### src/rtl/mem_bus_pkg.sv
// Shared encodings and default memory map for the mem_bus_decoder slice.
// Size codes, FSM states and an alignment helper live here so the decoder and its users agree.
package mem_bus_pkg;

    localparam logic [1:0] SZ_BYTE = 2'b00;
    localparam logic [1:0] SZ_HALF = 2'b01;
    localparam logic [1:0] SZ_WORD = 2'b10;
    localparam logic [1:0] SZ_RSVD = 2'b11;

    typedef enum logic [1:0] {
        ST_IDLE   = 2'd0,
        ST_ACCESS = 2'd1,
        ST_RESP   = 2'd2
    } state_t;

    // Default map for four 32-bit channels: sdram, frame buffer, io, spare.
    localparam logic [31:0] SDRAM_BASE = 32'h0000_0000;
    localparam logic [31:0] SDRAM_MASK = 32'hF000_0000;
    localparam logic [31:0] FB_BASE    = 32'h1000_0000;
    localparam logic [31:0] FB_MASK    = 32'hF000_0000;
    localparam logic [31:0] IO_BASE    = 32'h2000_0000;
    localparam logic [31:0] IO_MASK    = 32'hFFFF_0000;
    localparam logic [31:0] SPARE_BASE = 32'h3000_0000;
    localparam logic [31:0] SPARE_MASK = 32'hF000_0000;

    localparam logic [127:0] DEFAULT_REGION_BASE = {SPARE_BASE, IO_BASE, FB_BASE, SDRAM_BASE};
    localparam logic [127:0] DEFAULT_REGION_MASK = {SPARE_MASK, IO_MASK, FB_MASK, SDRAM_MASK};

    function automatic logic size_aligned(input logic [1:0] size, input logic [1:0] addr_lo);
        logic ok;
        case (size)
            SZ_BYTE: ok = 1'b1;
            SZ_HALF: ok = ~addr_lo[0];
            SZ_WORD: ok = (addr_lo == 2'b00);
            default: ok = 1'b0;
        endcase
        return ok;
    endfunction

endpackage

### src/rtl/mem_bus_region_decode.sv
// Combinational address decoder: one-hot hit vector plus any-hit flag.
// When regions overlap the lowest slave index wins.
module mem_bus_region_decode
    import mem_bus_pkg::*;
#(
    parameter int NUM_SLAVES = 4,
    parameter int ADDR_W = 32,
    parameter logic [NUM_SLAVES*ADDR_W-1:0] REGION_BASE = DEFAULT_REGION_BASE,
    parameter logic [NUM_SLAVES*ADDR_W-1:0] REGION_MASK = DEFAULT_REGION_MASK
) (
    input  logic [ADDR_W-1:0]     addr,
    output logic [NUM_SLAVES-1:0] hit,
    output logic                  any_hit
);

    always_comb begin
        hit     = '0;
        any_hit = 1'b0;
        for (int i = 0; i < NUM_SLAVES; i++) begin
            if (!any_hit &&
                ((addr & REGION_MASK[i*ADDR_W +: ADDR_W]) == REGION_BASE[i*ADDR_W +: ADDR_W])) begin
                hit[i]  = 1'b1;
                any_hit = 1'b1;
            end
        end
    end

endmodule

### src/rtl/mem_bus_decoder.sv
// Data-bus decoder: one outstanding access from the core to NUM_SLAVES targets.
// Optional access timeout is enabled with the BUS_TIMEOUT_EN macro.
module mem_bus_decoder
    import mem_bus_pkg::*;
#(
    parameter int NUM_SLAVES = 4,
    parameter int ADDR_W = 32,
    parameter int DATA_W = 32,
    parameter logic [NUM_SLAVES*ADDR_W-1:0] REGION_BASE = DEFAULT_REGION_BASE,
    parameter logic [NUM_SLAVES*ADDR_W-1:0] REGION_MASK = DEFAULT_REGION_MASK,
    parameter int TIMEOUT_CYCLES = 1023
) (
    input  logic                         clk,
    input  logic                         rst,
    input  logic                         m_req,
    input  logic [ADDR_W-1:0]            m_addr,
    input  logic                         m_write,
    input  logic [DATA_W-1:0]            m_wdata,
    input  logic [1:0]                   m_size,
    output logic [DATA_W-1:0]            m_rdata,
    output logic                         m_done,
    output logic                         m_err,
    output logic [NUM_SLAVES-1:0]        s_sel,
    output logic [ADDR_W-1:0]            s_addr,
    output logic                         s_write,
    output logic [DATA_W-1:0]            s_wdata,
    output logic [1:0]                   s_size,
    input  logic [NUM_SLAVES*DATA_W-1:0] s_rdata,
    input  logic [NUM_SLAVES-1:0]        s_ready
);

    if (NUM_SLAVES < 1 || NUM_SLAVES > 8 || (DATA_W % 8) != 0 || TIMEOUT_CYCLES < 1) begin : g_bad_cfg
        $error("mem_bus_decoder: unsupported parameter set");
    end

    state_t                state;
    logic                  err_hold;
    logic [NUM_SLAVES-1:0] hit;
    logic                  any_hit;
    logic [ADDR_W-1:0]     sel_mask;
    logic [DATA_W-1:0]     sel_rdata;
    logic                  sel_ready;

    mem_bus_region_decode #(
        .NUM_SLAVES  (NUM_SLAVES),
        .ADDR_W      (ADDR_W),
        .REGION_BASE (REGION_BASE),
        .REGION_MASK (REGION_MASK)
    ) u_region_decode (
        .addr    (m_addr),
        .hit     (hit),
        .any_hit (any_hit)
    );

    // Mask of the decoded region (for s_addr) and data/ready of the held selection.
    always_comb begin
        sel_mask  = '0;
        sel_rdata = '0;
        sel_ready = 1'b0;
        for (int i = 0; i < NUM_SLAVES; i++) begin
            if (hit[i]) begin
                sel_mask = sel_mask | REGION_MASK[i*ADDR_W +: ADDR_W];
            end
            if (s_sel[i]) begin
                sel_rdata = sel_rdata | s_rdata[i*DATA_W +: DATA_W];
                sel_ready = sel_ready | s_ready[i];
            end
        end
    end

`ifdef BUS_TIMEOUT_EN
    localparam int CNT_W = $clog2(TIMEOUT_CYCLES) + 1;
    logic [CNT_W-1:0] access_cnt;
`endif

    always_ff @(posedge clk) begin
        if (rst) begin
            state    <= ST_IDLE;
            err_hold <= 1'b0;
            s_sel    <= '0;
            s_addr   <= '0;
            s_write  <= 1'b0;
            s_wdata  <= '0;
            s_size   <= '0;
            m_done   <= 1'b0;
            m_err    <= 1'b0;
            m_rdata  <= '0;
`ifdef BUS_TIMEOUT_EN
            access_cnt <= '0;
`endif
        end else begin
            m_done <= 1'b0;
            case (state)
                ST_IDLE: begin
                    if (m_req) begin
                        if (any_hit && size_aligned(m_size, m_addr[1:0])) begin
                            s_sel   <= hit;
                            s_addr  <= m_addr & ~sel_mask;
                            s_write <= m_write;
                            s_wdata <= m_wdata;
                            s_size  <= m_size;
                            state   <= ST_ACCESS;
`ifdef BUS_TIMEOUT_EN
                            access_cnt <= '0;
`endif
                        end else begin
                            // Hold RESP one extra cycle so a rejected request completes
                            // with the same latency as a zero-wait access.
                            m_err    <= 1'b1;
                            err_hold <= 1'b1;
                            state    <= ST_RESP;
                        end
                    end
                end
                ST_ACCESS: begin
                    if (sel_ready) begin
                        s_sel  <= '0;
                        m_err  <= 1'b0;
                        m_done <= 1'b1;
                        if (!s_write) begin
                            m_rdata <= sel_rdata;
                        end
                        state <= ST_RESP;
                    end
`ifdef BUS_TIMEOUT_EN
                    else if (access_cnt == CNT_W'(TIMEOUT_CYCLES - 1)) begin
                        s_sel  <= '0;
                        m_err  <= 1'b1;
                        m_done <= 1'b1;
                        state  <= ST_RESP;
                    end else begin
                        access_cnt <= access_cnt + 1'b1;
                    end
`endif
                end
                ST_RESP: begin
                    if (err_hold) begin
                        err_hold <= 1'b0;
                        m_done   <= 1'b1;
                    end else begin
                        state <= ST_IDLE;
                    end
                end
                default: state <= ST_IDLE;
            endcase
        end
    end

endmodule
### config.mk
export PLATFORM = sky130hd
export DESIGN_NAME = mem_bus_decoder
export DESIGN_NICKNAME = d
export VERILOG_FILES = /design/src/rtl/mem_bus_pkg.sv /design/src/rtl/mem_bus_region_decode.sv /design/src/rtl/mem_bus_decoder.sv
export SDC_FILE = /design/constraint.sdc
export NUM_CORES = 1
export LEC_CHECK = 0
export CAP_MARGIN = 10
export CORE_AREA = 2 2 120 122
export CTS_BUF_LIST = sky130_fd_sc_hd__clkbuf_2
export DETAILED_ROUTE_END_ITERATION = 10
export DIE_AREA = 0 0 122 124
export GPL_ROUTABILITY_DRIVEN = 0
export PLACE_DENSITY = 0.77
export SYNTH_ARGS = -nofsm -noshare
export SYNTH_HDL_FRONTEND = slang
export SYNTH_SLANG_ARGS = --single-unit
### constraint.sdc
create_clock -name clk -period 2.06 [get_ports clk]
set_input_delay 0.206 -clock clk [delete_from_list [all_inputs] [get_ports clk]]
set_output_delay 0.206 -clock clk [all_outputs]
set_load 0.02 [all_outputs]
==> results by group, run 1 <==
Die
  • # IOs: 307
  • Die height: 124 um
  • Die W: 122 um
  • Core Area: 13700 um^2
  • Initial Utilization: 34.5%
  • Die footprint: 15100 um^2
  • Rows: 43

Power and ir drop
  • Leak Pwr: 2.60 nW
  • Pwr/cell area: 455 nW/um^2
  • Peak supply drop: 0.309 mV

Final layout
  • Ratio of cells with drive above 1 in the final layout: 5.89%
  • Post-layout util: 59.5%
  • Non-filler instance count after layout: 1030
  • # fillers: 1180
  • Fin nets: 1050
  • Finished Cell Area: 8170 um^2
  • Area grow syn2layout: 72.6%

Setup path
  • Slowest-stage cell, CP: dfxtp_1
  • Arrival @ worst endpoint: 1.69 ns
  • Reg2Reg Setup Slack: 0.18 ns
  • Critical path required time: 1.85 ns
  • Worst-path fanout max: 35
  • Crit-path max cell delay: 0.41 ns
  • Startpoint types: register
  • CP Class: reg -> out
  • Crit end category: primary output
  • CP cell instances: buf_6 -> dlygate4sd2_1

Yosys
  • Ys async rst share: 0%
  • Primary FF master, synth: dfxtp_1
  • Distinct cells, synth: 37
  • Post-Synth Adder-Cell Area: 0.793%
  • Post-Syn Area: 4730 um^2
  • Sequential fraction of the synthesis area: 45.7%
  • Synth Area in Simple Gates: 14.7%
  • Synth Instances: 563
  • Mux cell area share after synthesis: 0%
  • Synth Register Bits: 108
  • Syn_nets: 768
  • Synth Area in XOR/XNOR: 0%
  • Post-synthesis compound-gate area fraction: 33.3%
  • Main combinational cell family by area after synthesis: compound AO/OA/AOI/OAI gates
  • Synth Area per Inst: 8.41 um^2
  • Post-synth EDFFs: 0
  • Synth warn: 0

Timing
  • Final WS setup: 0.166 ns
  • Fmax achieved: 528 MHz
  • Slew Limit Fails: 0
  • Crit share post-route: 91.9%
  • Clk_skew: 0.0276 ns
  • Min cycle time layout: 1.89 ns
  • Final hold vios: 0
  • RSZ-0062 raised after global routing: no
  • Worst hold margin: 0.141 ns
  • Final setup vio count: 0
  • Rel. slew slack: 67.6%
  • Worst-Margin Slew: 0.486 ns

Place
  • Dpl cell area: 8070 um^2
  • IO Port Bufs: 306
  • Dpl hpwl: 13900 um
  • Placed Instances: 1013
  • Pre-CTS setup slack: -0.297 ns

Clock network
  • Clock Latency Late Sink: 0.59 ns
  • Clk sink count: 108
  • CTS tree: yes
  • TritonCTS Buffers: 9
  • H-tree depth: 3
  • Reg clk slew, reported paths: 0.26 ns
  • Root Buffer: clkbuf_2
  • Clock buffer depth: 2

Drt
  • Initial DRC count: 391
  • First-pass detailed-route iteration total: 7
  • Wirelength per Cell: 18.5 um
  • Final WL: 19100 um
  • Final antenna-violating net count: 0
  • Residual DRC: 0
  • Vias: 5710
  • Via density: 5.54

Hold path
  • Hold/Removal Path Class: in -> reg

Global routing
  • Largest net degree at the start of global routing: 69
  • Grt total ovfl: 0
  • Vias in the first global route: 5451
  • GR Layer Usage met3: 6.36%
  • First-pass GRT wire length: 27900 um
  • Initial antenna violation count: 1
  • Met1 Use GR: 27.5%
  • GR Layer Usage met2: 40.5%
  • Busiest layer in global routing: met2
  • GRT Total Usage: 23.4%

Run
  • Maxcap violations: 0

Outcome
  • Status: finished clean
-- cell type report --
| type | instances | area (um^2) | share of cell area [%] |
|---|---|---|---|
| clock buffers | 11 | 55.1 | 0.674 |
| diodes | 1 | 2.50 | 0.0306 |
| inverters | 5 | 18.8 | 0.230 |
| repair buffers | 335 | 3350 | 41.0 |
| flip-flops and latches | 108 | 2160 | 26.5 |
| well taps | 180 | 225 | 2.76 |
| clock inverters | 4 | 17.5 | 0.214 |
| multi-input cells | 386 | 2330 | 28.6 |
-- cells by family (layout without fill, tap and decap cells) --
family | Yosys count | after routing
buffers and inverters | 69 | 355
adders and majority gates | 3 | 3
DFF | 108 | 108
other | 0 | 1
and+or+nand+nor | 138 | 138
AOI/OAI and AO/OA | 245 | 245
-- per-stage QoR --
stage | total power, W | TNS, ns
2_1_floorplan | 0.00240 | 0
3_3_place_gp | 0.00293 | -10.66
3_5_place_dp | 0.00294 | -13.58
4_1_cts | 0.00376 | 0
5_1_grt | 0.00388 | 0
6_report | 0.00372 | 0
-- flip-flops by register name (all words and copies together), names as in the netlist --
signal    flops
state         2
s_sel         4
s_addr       32
s_size        2
m_err         1
s_wdata      32
m_rdata      32
m_done        1
s_write       1
err_hold      1
-- Yosys cell counts, types with 2 or more instances --
cell       instances  area [um^2]
a22o_1             2         17.5
or4_4              2         22.5
clkbuf_1          56          210
and3_1             2         12.5
nor2b_1            4         25.0
dfxtp_1          108         2160
a311oi_1          32          280
o211ai_1           5         37.5
nand4_1            2         12.5
inv_1              5         18.8
nand3_1           70          350
buf_1              3         11.3
ha_1               3         37.5
buf_2              5         25.0
nand2_1            7         26.3
o2111ai_1          2         17.5
a21oi_1           65          325
nor2_1            35          131
nand2b_1           3         18.8
nor3_1             3         15.0
a22oi_1           64          480
o21ai_0           66          330
nor3b_1            5         37.5
-- what timing repair did --
item,in CTS,in global routing
hold buffers,1,0
endpoints found under the hold margin,25,0
resized for setup,8,0
endpoints found under the setup margin,4,0
buffers inserted,0,0
-- per-layer routing --
metal | vias up | share of wire [%]
li1 | 2695 | -
met1 | 2732 | 39
met2 | 249 | 51
met3 | 34 | 8.2
met4 | 0 | 2.4
met5 | - | 0
-- layout by cell type (no fill, tap or decap), drive strengths merged, types with 2 or more instances in the layout --
| cell | Yosys | final |
|---|---|---|
| a21oi | 65 | 65 |
| a22o | 2 | 2 |
| a22oi | 64 | 64 |
| a311oi | 32 | 32 |
| and3 | 2 | 2 |
| buf | 8 | 29 |
| clkbuf | 56 | 11 |
| clkdlybuf4s50 | 0 | 301 |
| clkinv | 0 | 4 |
| dfxtp | 108 | 108 |
| dlygate4sd2 | 0 | 4 |
| ha | 3 | 3 |
| inv | 5 | 5 |
| nand2 | 7 | 7 |
| nand2b | 3 | 3 |
| nand3 | 70 | 70 |
| nand4 | 2 | 2 |
| nor2 | 35 | 35 |
| nor2b | 4 | 4 |
| nor3 | 3 | 3 |
| nor3b | 5 | 5 |
| o2111ai | 2 | 2 |
| o211ai | 5 | 5 |
| o21ai | 66 | 66 |
| o311ai | 2 | 2 |
| or4 | 3 | 3 |
| or4b | 2 | 2 |
-- worst paths after layout --
check	to	start	cells past startpoint
worst max-delay path	s_sel[1]	s_sel[1]	2
worst min-delay path	s_addr[7]	m_addr[7]	3
worst max register to register	state[0]	state[0]	7
worst min register to register	s_addr[29]	s_addr[29]	1
-- worst max-delay path: cells and delay by family (launching register included) --
family / cells / cell delay [ns]
buf+inv: 2 / 0.70
flops: 1 / 0.41
-- power breakdown --
part | internal, W | leakage, nW | switching, W | total, W
logic | 0.000471 | 1.67 | 0.000293 | 0.000763
clock network | 0.000151 | 0.0567 | 0.000652 | 0.000803
registers | 0.00213 | 0.872 | 0.0000204 | 0.00215
total | 0.00275 | 2.60 | 0.000965 | 0.00372
Power figures use the tool's default switching activity.
==> inputs of run 2 (changes only) <==
--- a/config.mk
+++ b/config.mk
@@ -5,13 +5,13 @@
 export SDC_FILE = /design/constraint.sdc
 export NUM_CORES = 1
 export LEC_CHECK = 0
-export CAP_MARGIN = 10
-export CORE_AREA = 2 2 120 122
+export CAP_MARGIN = 20
+export CORE_ASPECT_RATIO = 1.5
+export CORE_MARGIN = 2
+export CORE_UTILIZATION = 25
 export CTS_BUF_LIST = sky130_fd_sc_hd__clkbuf_2
 export DETAILED_ROUTE_END_ITERATION = 10
-export DIE_AREA = 0 0 122 124
 export GPL_ROUTABILITY_DRIVEN = 0
-export PLACE_DENSITY = 0.77
 export SYNTH_ARGS = -nofsm -noshare
 export SYNTH_HDL_FRONTEND = slang
 export SYNTH_SLANG_ARGS = --single-unit
==> run 2 against run 1 <==
Sequential power about the same. Worst setup slack got worse by 0.016 ns. Total power increased by 7.2%. Maximum frequency decreased by 0.83%. Final area increased by 2.3%. Critical path type is now reg -> reg. Largest cell class unchanged.
==> results by group, run 2 (synthesis results as in run 1) <==
Outcome
  • Status: finished clean

Setup path
  • CP cell instances: inv_1 -> ha_1 -> nor4_2 -> or4b_2 -> nand3_1
  • Crit-path max cell delay: 0.63 ns
  • Worst R2R Start: state[1]
  • Arrival @ worst endpoint: 2.47 ns
  • Crit end category: register
  • Worst-path fanout max: 6
  • Startpoint types: register
  • Critical path required time: 2.62 ns
  • Reg2Reg Setup Slack: 0.15 ns
  • CP Class: reg -> reg
  • CP startpoint: state[1]
  • Slowest-stage cell, CP: or4b_2
  • Reg2Reg Depth: 5
  • Setup crit end: s_sel[0]
  • R2R Path End: s_sel[0]

Drt
  • Vias: 5551
  • First-pass detailed-route iteration total: 4
  • Residual DRC: 0
  • Final WL: 19500 um
  • Wirelength per Cell: 17.7 um
  • Via density: 5.02
  • Final antenna-violating net count: 0
  • Initial DRC count: 271

Final layout
  • Ratio of cells with drive above 1 in the final layout: 6.57%
  • Non-filler instance count after layout: 1106
  • Finished Cell Area: 8350 um^2
  • Commonest non-fill, non-tap cell in the layout: clkdlybuf4s50_1
  • Area grow syn2layout: 76.5%
  • Most frequent cells in the layout: clkdlybuf4s50_1, dfxtp_1, nand3_1
  • # fillers: 1854
  • Post-layout util: 45.0%
  • Fin nets: 1054
  • Largest registers: m_rdata (32), s_addr (32), s_wdata (32)

Hold path
  • Hold Path Depth: 3
  • Hold/Removal Path Class: in -> reg

Timing
  • Slew Limit Fails: 0
  • Fmax achieved: 524 MHz
  • Setup TNS: 0 ns
  • Worst-Margin Slew: 0.434 ns
  • Rel. slew slack: 70.8%
  • Final hold vios: 0
  • Min cycle time layout: 1.91 ns
  • Final setup vio count: 0
  • Clk_skew: 0.0300 ns
  • RSZ-0062 raised after global routing: no
  • Crit share post-route: 92.7%

Die
  • Rows: 61
  • # IOs: 307
  • Die height: 173 um
  • Initial Utilization: 25.5%
  • Die W: 116 um
  • Die footprint: 20100 um^2
  • Core Area: 18500 um^2

Clock network
  • Clk sink count: 108
  • Reg clk slew, reported paths: 0.32 ns
  • TritonCTS Buffers: 9
  • Root Buffer: clkbuf_2
  • H-tree depth: 3
  • CTS tree: yes
  • Postcts setup bufs: 0
  • Clock buffer depth: 2
  • Clock Latency Late Sink: 0.62 ns

Global routing
  • Vias in the first global route: 5583
  • First-pass GRT wire length: 30000 um
  • Initial antenna violation count: 1
  • GRT Total Usage: 18.9%
  • Grt total ovfl: 0
  • Largest net degree at the start of global routing: 89

Power and ir drop
  • Pwr/cell area: 477 nW/um^2
  • Peak supply drop: 0.259 mV
  • Leak Pwr: 2.63 nW
  • Overall power: 0.00398 W

Place
  • Dpl cell area: 8190 um^2
  • Dpl hpwl: 13900 um
  • IO Port Bufs: 306
  • Placed Instances: 1088

Run
  • Maxcap violations: 0
-- run 2: changes by cell type in the layout (fill, tap and decap cells not counted), sizes merged, moves of 2 or more --
cell	delta
buf	+3
inv	+2
clkinv	-4
clkinvlp	+3
clkbuf	-2
-- run 2: where the power goes --
group,internal [W],leakage (nW),switching [W]
Combinational,0.000475,1.70,0.000299
Clock,0.000285,0.0625,0.000772
Sequential,0.00214,0.872,0.0000184
-- run 2: area by class of cell --
type / instances / area (um^2) / share of cell area, %
diodes: 1 / 2.50 / 0.0300
clock buffers: 9 / 45.0 / 0.539
clock inverters: 6 / 72.6 / 0.869
inverters: 5 / 18.8 / 0.225
multi-input cells: 386 / 2340 / 28.0
flip-flops and latches: 108 / 2160 / 25.9
well taps: 252 / 315 / 3.77
repair buffers: 339 / 3400 / 40.7
-- run 2: repair_timing --
item,CTS,global route
pin swaps,0,0
endpoints found under the setup margin,5,2
gates resized for setup,12,2
hold buffers,1,1
hold endpoints to repair,18,1
-- run 2: worst max-delay path: cells and delay by family, from the launching register on --
family / cells / cell delay (ns)
AND/OR/NAND/NOR: 3 / 1.11
flip-flops: 1 / 0.40
adder cells (fa/ha/maj): 1 / 0.27
buffers and inverters: 1 / 0.07
-- run 2: worst min-delay path by stage --
stage                      startpoint     endpoint  slack [ns]
after floorplan            m_addr[28]     s_sel[3]        0.35
after global placement     s_wdata[4]   s_wdata[4]        0.46
after detailed placement  s_wdata[18]  s_wdata[18]        0.47
after CTS                 m_wdata[13]  s_wdata[13]       0.002
after global routing      m_wdata[22]  s_wdata[22]       0.003
final                     m_wdata[24]  s_wdata[24]        0.08
-- run 2: routing by layer --
| layer | vias up | GRT usage (%) | wire (um) |
|---|---|---|---|
| met4 | 0 | 8.18 | 628 |
| met5 | - | 0 | 0 |
| li1 | 2705 | - | - |
| met2 | 234 | 31.9 | 9410 |
| met3 | 36 | 5.60 | 1930 |
| met1 | 2576 | 21.6 | 7580 |
-- run 2: through the flow --
step,setup slack (ns),hold WS (ns)
after CTS,0.0628,0.00160
final,0.151,0.0846
after floorplan,0.160,0.353
after global placement,-0.281,0.460
after detailed placement,-0.304,0.466
after global routing,0.0101,0.00339
